## config.mk

```make
export PLATFORM = sky130hd
export DESIGN_NAME = hazard_ctrl
export DESIGN_NICKNAME = d
export VERILOG_FILES = /design/src/rtl/hazard_ctrl.sv
export SDC_FILE = /design/constraint.sdc
export NUM_CORES = 1
export LEC_CHECK = 0
export ABC_AREA = 0
export CAP_MARGIN = 20
export CORE_ASPECT_RATIO = 0.8
export CORE_UTILIZATION = 44
export CTS_CLUSTER_DIAMETER = 80
export DETAILED_ROUTE_END_ITERATION = 6
export PLACE_DENSITY_LB_ADDON = 0.2
export SYNTH_ARGS = -nofsm -noshare
export SYNTH_HDL_FRONTEND = slang
export SYNTH_SLANG_ARGS = --single-unit
```

## constraint.sdc

```tcl
create_clock -name clk -period 4.5 [get_ports clk]
set_clock_uncertainty 0.05 [all_clocks]
set_input_delay 1.125 -clock clk [delete_from_list [all_inputs] [get_ports clk]]
set_output_delay 1.125 -clock clk [all_outputs]
set_load 0.02 [all_outputs]
```

## src/rtl/hazard_ctrl.sv

```systemverilog
// hazard_ctrl: pipeline interlock and flush control for load-use and branch-operand hazards,
// with multi-cycle load stalls and saturating stall/flush performance counters.
module hazard_ctrl #(
    parameter int REG_AW      = 5,
    parameter int LOAD_STALL  = 1,
    parameter int CNT_W       = 16,
    parameter int ZERO_REG_EN = 1
) (
    input  logic              clk,
    input  logic              rst,
    input  logic [REG_AW-1:0] id_rs,
    input  logic [REG_AW-1:0] id_rt,
    input  logic              id_use_rs,
    input  logic              id_use_rt,
    input  logic              id_branch,
    input  logic              id_jump,
    input  logic              ex_memread,
    input  logic              ex_regwrite,
    input  logic [REG_AW-1:0] ex_rd,
    input  logic              mem_memread,
    input  logic [REG_AW-1:0] mem_rd,
    input  logic              ex_branch_taken,
    output logic              pc_hold,
    output logic              ifid_hold,
    output logic              idex_bubble,
    output logic              ifid_flush,
    output logic              idex_flush,
    output logic [CNT_W-1:0]  stall_cnt,
    output logic [CNT_W-1:0]  flush_cnt
);
    typedef enum logic {RUN, STALL} state_t;

    state_t            state_q, state_d;
    logic [2:0]        wait_q, wait_d;
    logic [CNT_W-1:0]  stall_cnt_q, flush_cnt_q;
    logic              m_ex, m_mem, load_use, br_dep, stall, jflush;

    assign m_ex  = ((id_use_rs && ex_rd == id_rs) || (id_use_rt && ex_rd == id_rt))
                   && !(ZERO_REG_EN != 0 && ex_rd == '0);
    assign m_mem = ((id_use_rs && mem_rd == id_rs) || (id_use_rt && mem_rd == id_rt))
                   && !(ZERO_REG_EN != 0 && mem_rd == '0);
    assign load_use = ex_memread && m_ex;
    assign br_dep   = id_branch && ((ex_regwrite && m_ex) || (mem_memread && m_mem));

    // A taken branch overrides any stall; a jump only redirects once the pipe is moving.
    assign stall  = !rst && !ex_branch_taken && (state_q == STALL || load_use || br_dep);
    assign jflush = !rst && !ex_branch_taken && !stall && id_jump;

    assign pc_hold     = stall;
    assign ifid_hold   = stall;
    assign idex_bubble = stall;
    assign ifid_flush  = (!rst && ex_branch_taken) || jflush;
    assign idex_flush  = !rst && ex_branch_taken;
    assign stall_cnt   = stall_cnt_q;
    assign flush_cnt   = flush_cnt_q;

    always_comb begin
        state_d = state_q;
        wait_d  = wait_q;
        if (ex_branch_taken) begin
            state_d = RUN;
            wait_d  = '0;
        end else if (state_q == STALL) begin
            wait_d  = wait_q - 3'd1;
            state_d = (wait_q == 3'd1) ? RUN : STALL;
        end else if (load_use && LOAD_STALL > 1) begin
            state_d = STALL;
            wait_d  = 3'(LOAD_STALL - 1);
        end
    end

    always_ff @(posedge clk) begin
        if (rst) begin
            state_q     <= RUN;
            wait_q      <= '0;
            stall_cnt_q <= '0;
            flush_cnt_q <= '0;
        end else begin
            state_q     <= state_d;
            wait_q      <= wait_d;
            stall_cnt_q <= stall_cnt_q + CNT_W'(pc_hold && stall_cnt_q != '1);
            flush_cnt_q <= flush_cnt_q + CNT_W'(ifid_flush && flush_cnt_q != '1);
        end
    end
endmodule

```

==> results.cfg <==
[floorplan]
fp.dieArea_sq_um = 4460
die_h_um = 59.9
start_util = 0.472
pin_count = 67
rows = 20
fp.dieW_um = 74.4
core_sq_um = 3900

[synth]
async_flop_share = 0
synth_xor_area_frac = 0.204
yosysTopAreaCellShare = 0.391
synth_edf_count = 0
syn_avg_cell_area_sq_um = 8.54
yosysMostFrequentCell = dfxtp_1
synth_fa_ha_area_frac = 0.0407
synthCells = 216
ys_seq_elements = 36
ys_types = 29
synth_compound_area_frac = 0.0760
synth.largest_area_cell = dfxtp_1
yosysSeqAreaShare = 0.391
postSynth.topFlopCell = dfxtp_1
synthMuxAreaShare = 0
synth_top_family_by_area = simple AND/OR/NAND/NOR gates
yosys.area_share.simple = 0.262
synthTopCellsByCount = dfxtp_1 (36), nor2_1 (28), xor2_1 (27), nand2_1 (18), xnor2_1 (16)
synth_area_leaders = dfxtp_1 (39%), xor2_1 (13%), xnor2_1 (7.6%)
ys_warn_count = 0
syn_nets = 252
netlist_area_sq_um = 1840

[clock_tree]
cts_num_sinks = 36
root_buffer = clkbuf_8
numCtsBuffers = 5
cts_max_level = 2
cts_tree = yes
clockBufferDepth = 2
cts_hold_buffers = 0
insertion_delay_ps = 280
clk_pin_slew_ps = 70

[layout]
syn2layout_area_growth_pct = 46.2
fin_nets = 327
fill_cells = 340
antenna_cells = 0
multi_input_area_sq_um = 1070
drive_gt1_frac = 0.0685
layoutNonFillerInstCount = 347
seq_area_sq_um = 721
final_core_util = 0.691

[placement]
gp_congestion = 0.828
dp_cells = 339
hpwlAfterDp_um = 3340
pre_cts_ws_ps = -183
numPortBuffers = 66

[worst_setup_path]
r2r-start = state_q$_SDFF_PP0_
crit_path_max_incr_delay_ps = 470
worstPathCellList = clkdlybuf4s50_1, xor2_1, nor4_2, nand3_1, a211o_1, a211oi_2, dlygate4sd2_1
cp-start-kind = primary input
cp.buffers_inverters = 2
crit_slowest_cell = clkdlybuf4s50_1
arrival_ps = 3170
path_max_fanout = 4
rrSetupSlack_ps = 1910
crit_required_ps = 3320
critPathLaunch = ex_rd[3]
endpoint_kind = output port
critical_path_class = primary input to output port
cp_top_family = buffers and inverters

[detailed_routing]
first_iter_violations = 79
wl_per_cell_um = 12.4
drtPass1Iterations = 4
routed_wl_um = 4290
detail-route-antenna-nets = 0
vias_per_cell = 5.04
vias = 1750
drc_errors = 0

[flow_run]
maxCapViolCount = 0

[power_and_ir_drop]
seqPwrFrac = 0.503
p_per_area_nw_per_um2 = 238
clock_power_share = 0.372
switchingPower_mw = 0.151
p_total_mw = 0.641
internal-power_mw = 0.490
p_leak_nw = 0.950
power_switching_share = 0.235
pwr-share-comb = 0.125
ir_worst_vdd_mv = 0.139

[hold_path]
hold_path.class = flop to flop
min_from = stall_cnt[10]$_SDFF_PP0_

[timing]
hold_viol = 0
slew_headroom = 0.766
setup_viol = 0
tightest_slew_ps = 341
rsz0062_at_grt = no
period_share = 0.965
fin_hold_ws_ps = 447
setup_ws_ps = 155
fin_crit_ps = 4340
slew_violations = 0
max_freq_ghz = 0.230

[status]
status = finished clean

[global_routing]
grt_pass1_vias = 1621
grt_max_degree = 38
antenna_found_initial = 0
track_usage = 0.216
grt_pass1_wl_um = 7290
grt_overflow = 0
==> final timing paths <==
| path | end | depth (start not counted) |
|---|---|---|
| hold reg to reg | stall_cnt[10]$_SDFF_PP0_ | 2 |
| setup / recovery | ifid_hold | 7 |
| setup reg to reg | stall_cnt[12]$_SDFF_PP0_ | 10 |
| hold / removal | stall_cnt[10]$_SDFF_PP0_ | 2 |
==> registers in the layout, summed over array words and instances (netlist names) <==
name,flops
flush_cnt,16
state_q,1
wait_q,3
stall_cnt,16
==> cells in the final DEF, fill, tap and decap left out, drive strengths merged, types with 4 or more instances in the layout <==
| master | instances |
|---|---|
| buf | 9 |
| clkbuf | 7 |
| xor2 | 27 |
| ha | 6 |
| dlygate4sd2 | 4 |
| nor3 | 6 |
| nor2 | 28 |
| xnor2 | 16 |
| a21oi | 8 |
| nand3 | 12 |
| nand2 | 18 |
| nand4 | 9 |
| nor2b | 6 |
| or3 | 8 |
| clkdlybuf4s50 | 62 |
| inv | 4 |
| dfxtp | 36 |
| o21ai | 8 |
==> per-layer routing <==
metal	global-route usage	part of all wire	wire length (um)	vias up
met5	0	0	0	-
met4	0.108	0.023	100	0
met3	0.0540	0.047	201	14
met2	0.326	0.45	1950	55
met1	0.287	0.47	2040	791
li1	-	-	-	890
==> metrics by stage <==
| stage | TNS, ps | instance area (sq um) |
|---|---|---|
| 6_report | 0 | 2700 |
| 5_1_grt | 0 | 2700 |
| 4_1_cts | 0 | 2700 |
| 3_5_place_dp | -721 | 2610 |
| 3_3_place_gp | -293 | 2610 |
| 2_1_floorplan | 0 | 1840 |
==> cell type report <==
class | instances | area share
clock inverter | 1 | 0.00278
timing repair buffer | 75 | 0.268
sequential | 36 | 0.267
clock buffer | 7 | 0.0320
multi-input combinational | 169 | 0.399
inverter | 4 | 0.00557
tap | 55 | 0.0255
==> repair_timing <==
action                                  in CTS  in global routing
endpoints found under the hold margin        0                  0
resized for setup                            4                  0
setup buffers                                0                  0
endpoints found under the setup margin       4                  0
==> power groups by stage <==
stage | logic (mW) | clock network [mW] | registers [mW]
3_5_place_dp | 0.0807 | 0 | 0.330
4_1_cts | 0.0804 | 0.243 | 0.322
3_3_place_gp | 0.0797 | 0 | 0.330
2_1_floorplan | 0.0293 | 0 | 0.332
5_1_grt | 0.0868 | 0.258 | 0.322
6_report | 0.0803 | 0.238 | 0.322
==> tightest hold or removal path, cell delays in order, from the launching register on <==
cell     delay, ps
dfxtp_1        330
o21ai_0         70
a21oi_1         60
==> kinds of logic (layout without fill, tap and decap cells) <==
logic type	Yosys count	count (layout)
xor+xnor	43	43
flops	36	36
buf+inv	11	87
fa+ha+maj	6	6
simple gates	97	97
compound gates	23	23
No activity file was read; power rests on OpenSTA's default activity.
